**src/rtl/mem_port_arbiter_if.sv**
```systemverilog
// Bundle of requester-side and AXI-side signals for mem_port_arbiter.
// The arbiter takes the slave view; the requesters and AXI master take the master view.
interface mem_port_arbiter_if #(
  parameter int ADDR_WIDTH = 32,
  parameter int DATA_WIDTH = 256,
  parameter int N_PORTS    = 3,
  parameter int IDX_W      = 2
);
  logic [N_PORTS-1:0]            req_strobe;
  logic [N_PORTS-1:0]            req_rw;
  logic [N_PORTS*ADDR_WIDTH-1:0] req_addr;
  logic [N_PORTS*DATA_WIDTH-1:0] req_din;
  logic [N_PORTS-1:0]            req_ready;
  logic [DATA_WIDTH-1:0]         rsp_data;
  logic [IDX_W-1:0]              grant_idx;
  logic                          busy;
  logic                          axi_done;
  logic [DATA_WIDTH-1:0]         axi_din;
  logic                          axi_strobe;
  logic                          axi_rw;
  logic [ADDR_WIDTH-1:0]         axi_addr;
  logic [DATA_WIDTH-1:0]         axi_dout;

  modport slave (
    input  req_strobe, req_rw, req_addr, req_din, axi_done, axi_din,
    output req_ready, rsp_data, grant_idx, busy, axi_strobe, axi_rw, axi_addr, axi_dout
  );

  modport master (
    output req_strobe, req_rw, req_addr, req_din, axi_done, axi_din,
    input  req_ready, rsp_data, grant_idx, busy, axi_strobe, axi_rw, axi_addr, axi_dout
  );
endinterface

```
**src/rtl/mem_port_arbiter.sv**
```systemverilog
// N-port arbiter in front of a single AXI master port, fixed-priority or round-robin.
// The winning request is latched at grant so requesters may change inputs once accepted.
module mem_port_arbiter #(
  parameter int ADDR_WIDTH = 32,
  parameter int DATA_WIDTH = 256,
  parameter int N_PORTS    = 3,
  parameter int RR_MODE    = 0,
  parameter int IDX_W      = 2
) (
  input logic              clk,
  input logic              rst,
  mem_port_arbiter_if.slave bus
);

  typedef enum logic [1:0] {IDLE, BUSY, DONE} state_t;

  state_t                 state;
  logic [IDX_W-1:0]       rr_ptr;
  logic [IDX_W-1:0]       win_idx;
  logic [IDX_W-1:0]       next_ptr;
  logic                   any_req;
  logic                   win_rw;
  logic [ADDR_WIDTH-1:0]  win_addr;
  logic [DATA_WIDTH-1:0]  win_din;
  logic [N_PORTS-1:0]     grant_onehot;
  int                     cand;

  always_comb begin
    // NOTE: every variable gets a default before any branch, so no latch can be inferred.
    any_req      = 1'b0;
    win_idx      = '0;
    cand         = 0;
    grant_onehot = '0;
    // Search starts at rr_ptr in round-robin mode, at port 0 otherwise.
    for (int i = 0; i < N_PORTS; i++) begin
      cand = (RR_MODE != 0) ? (int'(rr_ptr) + i) % N_PORTS : i;
      if (!any_req && bus.req_strobe[cand]) begin
        any_req = 1'b1;
        win_idx = IDX_W'(cand);
      end
    end
    win_rw   = bus.req_rw[win_idx];
    win_addr = bus.req_addr[int'(win_idx)*ADDR_WIDTH +: ADDR_WIDTH];
    win_din  = win_rw ? bus.req_din[int'(win_idx)*DATA_WIDTH +: DATA_WIDTH] : '0;
    next_ptr = (int'(win_idx) == N_PORTS - 1) ? '0 : win_idx + IDX_W'(1);
    grant_onehot[bus.grant_idx] = 1'b1;
  end

  always_ff @(posedge clk) begin
    // NOTE: sequential state uses non-blocking assignments so every register samples pre-edge values.
    if (rst) begin
      state          <= IDLE;
      rr_ptr         <= '0;
      bus.req_ready  <= '0;
      bus.rsp_data   <= '0;
      bus.grant_idx  <= '0;
      bus.busy       <= 1'b0;
      bus.axi_strobe <= 1'b0;
      bus.axi_rw     <= 1'b0;
      bus.axi_addr   <= '0;
      bus.axi_dout   <= '0;
    end else begin
      case (state)
        IDLE: begin
          if (any_req) begin
            bus.grant_idx  <= win_idx;
            bus.busy       <= 1'b1;
            bus.axi_strobe <= 1'b1;
            bus.axi_rw     <= win_rw;
            bus.axi_addr   <= win_addr;
            bus.axi_dout   <= win_din;
            if (RR_MODE != 0) rr_ptr <= next_ptr;
            state <= BUSY;
          end
        end
        BUSY: begin
          if (bus.axi_done) begin
            bus.axi_strobe <= 1'b0;
            bus.axi_rw     <= 1'b0;
            bus.axi_addr   <= '0;
            bus.axi_dout   <= '0;
            bus.req_ready  <= grant_onehot;
            bus.rsp_data   <= bus.axi_rw ? '0 : bus.axi_din;
            state          <= DONE;
          end
        end
        DONE: begin
          // No arbitration here: a requester may drop its strobe during its ready cycle.
          bus.req_ready <= '0;
          bus.rsp_data  <= '0;
          bus.busy      <= 1'b0;
          state         <= IDLE;
        end
        default: state <= IDLE;
      endcase
    end
  end

endmodule

```
**src/flat_wrapper.sv**
```systemverilog
// flat-port wrapper written by rule: the top's interface ports become plain ports
module mem_port_arbiter_flat 
#(
  parameter int ADDR_WIDTH = 32,
  parameter int DATA_WIDTH = 256,
  parameter int N_PORTS    = 3,
  parameter int RR_MODE    = 0,
  parameter int IDX_W      = 2
)
  (clk, rst, bus_req_strobe, bus_req_rw, bus_req_addr, bus_req_din, bus_axi_done, bus_axi_din, bus_req_ready, bus_rsp_data, bus_grant_idx, bus_busy, bus_axi_strobe, bus_axi_rw, bus_axi_addr, bus_axi_dout);
  mem_port_arbiter_if #(.ADDR_WIDTH(ADDR_WIDTH), .DATA_WIDTH(DATA_WIDTH), .N_PORTS(N_PORTS), .IDX_W(IDX_W)) bus_i ();
  input logic clk;
  input logic rst;
  input wire logic [$bits(bus_i.req_strobe)-1:0] bus_req_strobe;
  input wire logic [$bits(bus_i.req_rw)-1:0] bus_req_rw;
  input wire logic [$bits(bus_i.req_addr)-1:0] bus_req_addr;
  input wire logic [$bits(bus_i.req_din)-1:0] bus_req_din;
  input wire logic [$bits(bus_i.axi_done)-1:0] bus_axi_done;
  input wire logic [$bits(bus_i.axi_din)-1:0] bus_axi_din;
  output wire logic [$bits(bus_i.req_ready)-1:0] bus_req_ready;
  output wire logic [$bits(bus_i.rsp_data)-1:0] bus_rsp_data;
  output wire logic [$bits(bus_i.grant_idx)-1:0] bus_grant_idx;
  output wire logic [$bits(bus_i.busy)-1:0] bus_busy;
  output wire logic [$bits(bus_i.axi_strobe)-1:0] bus_axi_strobe;
  output wire logic [$bits(bus_i.axi_rw)-1:0] bus_axi_rw;
  output wire logic [$bits(bus_i.axi_addr)-1:0] bus_axi_addr;
  output wire logic [$bits(bus_i.axi_dout)-1:0] bus_axi_dout;
  assign bus_i.req_strobe = bus_req_strobe;
  assign bus_i.req_rw = bus_req_rw;
  assign bus_i.req_addr = bus_req_addr;
  assign bus_i.req_din = bus_req_din;
  assign bus_i.axi_done = bus_axi_done;
  assign bus_i.axi_din = bus_axi_din;
  assign bus_req_ready = bus_i.req_ready;
  assign bus_rsp_data = bus_i.rsp_data;
  assign bus_grant_idx = bus_i.grant_idx;
  assign bus_busy = bus_i.busy;
  assign bus_axi_strobe = bus_i.axi_strobe;
  assign bus_axi_rw = bus_i.axi_rw;
  assign bus_axi_addr = bus_i.axi_addr;
  assign bus_axi_dout = bus_i.axi_dout;
  mem_port_arbiter #(.ADDR_WIDTH(ADDR_WIDTH), .DATA_WIDTH(DATA_WIDTH), .N_PORTS(N_PORTS), .RR_MODE(RR_MODE), .IDX_W(IDX_W)) u_core (.clk(clk), .rst(rst), .bus(bus_i));
endmodule
```
**config.mk**
```make
export PLATFORM = sky130hd
export DESIGN_NAME = mem_port_arbiter_flat
export DESIGN_NICKNAME = d
export VERILOG_FILES = /design/src/rtl/mem_port_arbiter_if.sv /design/src/rtl/mem_port_arbiter.sv /design/src/flat_wrapper.sv
export SDC_FILE = /design/constraint.sdc
export NUM_CORES = 1
export LEC_CHECK = 0
export BUFFER_PORTS_ARGS = -buffer_cell sky130_fd_sc_hd__clkbuf_2
export CAP_MARGIN = 25
export CORE_AREA = 2 2 655 657
export CTS_BUF_LIST = sky130_fd_sc_hd__clkbuf_8
export DETAILED_ROUTE_END_ITERATION = 6
export DIE_AREA = 0 0 657 659
export PLACE_DENSITY = 0.32
export SLEW_MARGIN = 25
export SYNTH_ARGS = -nofsm -noshare
export SYNTH_HDL_FRONTEND = slang
export SYNTH_SLANG_ARGS = --single-unit
```
**constraint.sdc**
```tcl
create_clock -name clk -period 1.7 [get_ports clk]
set_input_delay 0.17 -clock clk [delete_from_list [all_inputs] [get_ports clk]]
set_output_delay 0.17 -clock clk [all_outputs]
set_load 0.01 [all_outputs]
```
==> impl_metrics.env <==
export IMPL_ys_flop_type="dfxtp_1"
export IMPL_reg2reg_slack_ns=-0.29
export IMPL_synth_largest_area_cell="dfxtp_1"
export IMPL_grt_ovfl_total=0
export IMPL_routabilityCongestion=0.977
export IMPL_reg2reg_depth=5
export IMPL_coreArea_sq_um=426000
export IMPL_die_h_um=659
export IMPL_synth_top_family_by_area="compound AO/OA/AOI/OAI gates"
export IMPL_antenna_found_initial=214
export IMPL_synth_edff_count=0
export IMPL_root_buffer="clkbuf_8"
export IMPL_post_place_ws_ns=-0.490
export IMPL_p_total_mw=47.7
export IMPL_r2r_start="u_core.state[1]"
export IMPL_via_per_inst=3.56
export IMPL_violations="setup timing"
export IMPL_relSlewSlack=0.368
export IMPL_clk_latency_ns=0.96
export IMPL_synth_nets=4467
export IMPL_synth_seq_cells=554
export IMPL_critPathCapture="u_core.bus.axi_dout[153]"
export IMPL_drt_wl_total_um=382000
export IMPL_cts_tree="yes"
export IMPL_ff_latch_area_sq_um=11100
export IMPL_ys_top_cells_by_count="dfxtp_1, nor2_1, a21oi_1"
export IMPL_synthCells=3338
export IMPL_outcome="complete, but fails checks"
export IMPL_clk_path_buf_depth=4
export IMPL_grt_max_degree=89
export IMPL_track_usage=0.164
export IMPL_power_density_nw_per_um2=668
export IMPL_drt_first_pass_iters=5
export IMPL_dp_cells=10707
export IMPL_port_buffers=1680
export IMPL_grt_pass1_wl_um=471000
export IMPL_path_max_fanout=32
export IMPL_synth_top_area_frac=0.366
export IMPL_synth_xor_area_frac=0
export IMPL_cts_sinks=554
export IMPL_setup_viol=646
export IMPL_synthMuxAreaShare=0
export IMPL_dp_hpwl_um=311000
export IMPL_dieWidth_um=657
export IMPL_min_path_type="input pin to flip-flop"
export IMPL_yosys_area_share_adder=0
export IMPL_synthSimpleGateAreaFrac=0.231
export IMPL_io_pins=1681
export IMPL_startpoint="u_core.state[1]"
export IMPL_crit_path_start_kind="flip-flop"
export IMPL_finalCritPeriodShare=1.17
export IMPL_yosysMostFrequentCell="dfxtp_1"
export IMPL_yosys_warnings=0
export IMPL_start_util=0.0711
export IMPL_n_fill_cell=48367
export IMPL_vias=44925
export IMPL_r2r_end="u_core.bus.axi_dout[153]"
export IMPL_arrival_ns=2.77
export IMPL_grt_pass1_vias=45925
export IMPL_synth_compound_area_frac=0.334
export IMPL_critPathKind="flip-flop to flip-flop"
export IMPL_yosysUniqueCellTypes=44
export IMPL_worstSetupEndpointType="flip-flop"
export IMPL_postPlaceCellArea_sq_um=48700
export IMPL_layout_min_cycle_time_ns=1.99
export IMPL_synth_area_leaders="dfxtp_1, o41ai_2, or3b_2, o311ai_0, a21oi_1"
export IMPL_dieArea_sq_um=433000
export IMPL_rows=240
export IMPL_hold_viol_final=0
export IMPL_finalWorstSetupSlack_ns=-0.289
export IMPL_area_growth_pct=136
export IMPL_ir_worst_vdd_v=0.000485
export IMPL_drt_initial_drc_count=2814
export IMPL_ant_nets=0
export IMPL_final_cells=12636
export IMPL_rsz0062_at_grt="yes"
export IMPL_ys_seq_area_frac=0.366
export IMPL_max_cap_viol_count=0
export IMPL_slew_violations=0
export IMPL_drive_above_1_share=0.458
export IMPL_multi_input_area_sq_um=19500
export IMPL_htree_levels=4
export IMPL_required_ns=2.48
export IMPL_cts_buffers=136
export IMPL_leakage_nw=29.7
export IMPL_max_freq_mhz=503
export IMPL_drc=0
export IMPL_syn_area_per_cell_sq_um=9.07
export IMPL_syn_cell_area_sq_um=30300
export IMPL_wire_per_inst_um=30.2
export IMPL_fin_nets=7885
export IMPL_fin_area_sq_um=71500
export IMPL_path_clk_slew_ns=0.07
export IMPL_worst_pin_slew_ns=0.948
export IMPL_fin_skew_ns=0.104
export IMPL_fin_util=0.168
export IMPL_synthArstFlopShare=0
routing by layer:
layer  GRT usage  share of wire
met2       0.285           0.49
met1       0.187           0.39
met5           0         0.0017
met4      0.0622          0.046
met3      0.0498          0.076
worst min-delay path by stage:
stage / start / end / cells past startpoint
CTS: bus_axi_din[25] / u_core.bus.rsp_data[25] / 4
floorplan: bus_axi_done / u_core.state[0] / 1
detailed placement: bus_axi_din[160] / u_core.bus.rsp_data[160] / 3
global route: bus_req_strobe[2] / u_core.bus.axi_dout[38] / 5
finish: bus_req_strobe[2] / u_core.bus.axi_dout[38] / 5
global placement: bus_axi_din[152] / u_core.bus.rsp_data[152] / 3
cell type report:
class | count | share of cell area
timing repair buffer | 3734 | 0.430
multi-input combinational | 2320 | 0.272
sequential | 554 | 0.156
tap | 5687 | 0.0995
clock buffer | 167 | 0.0321
clock inverter | 68 | 0.00611
antenna | 96 | 0.00336
inverter | 10 | 0.000630
state kept, by name (all words and copies together), names as in the netlist:
name                   flops
u_core.bus.rsp_data      256
u_core.bus.req_ready       3
u_core.bus.axi_dout      256
u_core.bus.axi_addr       32
u_core.bus.axi_strobe      1
u_core.state               2
u_core.bus.axi_rw          1
u_core.bus.grant_idx       2
u_core.bus.busy            1
cell usage in the layout (no fill, tap or decap), types with 21 or more instances in the layout:
master and n:
dfxtp_1 537, clkbuf_16 32, clkbuf_2 1664, buf_4 327, a32oi_1 148, nand3b_1 98, buf_6 46, o41ai_2 160
inv_1 51, o311ai_0 76, o311ai_1 84, buf_8 36, o2bb2ai_1 25, nand2b_1 264, o311ai_2 75, dlygate4sd3_1 1467
o41ai_4 88, o21ai_0 24, buf_16 25, o311ai_4 21, clkbuf_8 173, diode_2 96, or3b_2 263, a21oi_1 351
buf_12 128, nor2_1 428, nand2_1 97
logic make-up after synthesis:
family / after synthesis
and+or+nand+nor: 1192
AOI/OAI and AO/OA: 1128
DFF: 554
buffers and inverters: 464
critical path: stages, from the launching register on:
cell and delay (ns):
dfxtp_4 0.38, buf_12 0.15, buf_12 0.16, buf_12 0.27, o311ai_0 0.51, o41ai_2 0.16
where the power goes:
part | switching, mW | internal (mW)
combinational | 8.27 | 7.15
sequential | 0.647 | 13.8
clock | 8.31 | 9.60
total | 17.2 | 30.5
metrics by stage:
step                      setup TNS [ns]  hold WS [ns]
after floorplan                        0         0.293
after CTS                        -208.85      0.000444
final                             -69.83        0.0949
after global placement           -125.53         0.397
after detailed placement         -121.88         0.401
after global routing             -159.77        0.0355
timing repair:
| item | CTS | global route |
|---|---|---|
| endpoints found under the hold margin | 552 | 2 |
| endpoints found under the setup margin | 1085 | 1021 |
| cloned | 13 | 32 |
| resized for setup | 115 | 568 |
| hold buffers | 1468 | 1 |
| buffers inserted | 32 | 63 |
| pin swaps | 32 | 260 |
Power figures use the tool's default switching activity.
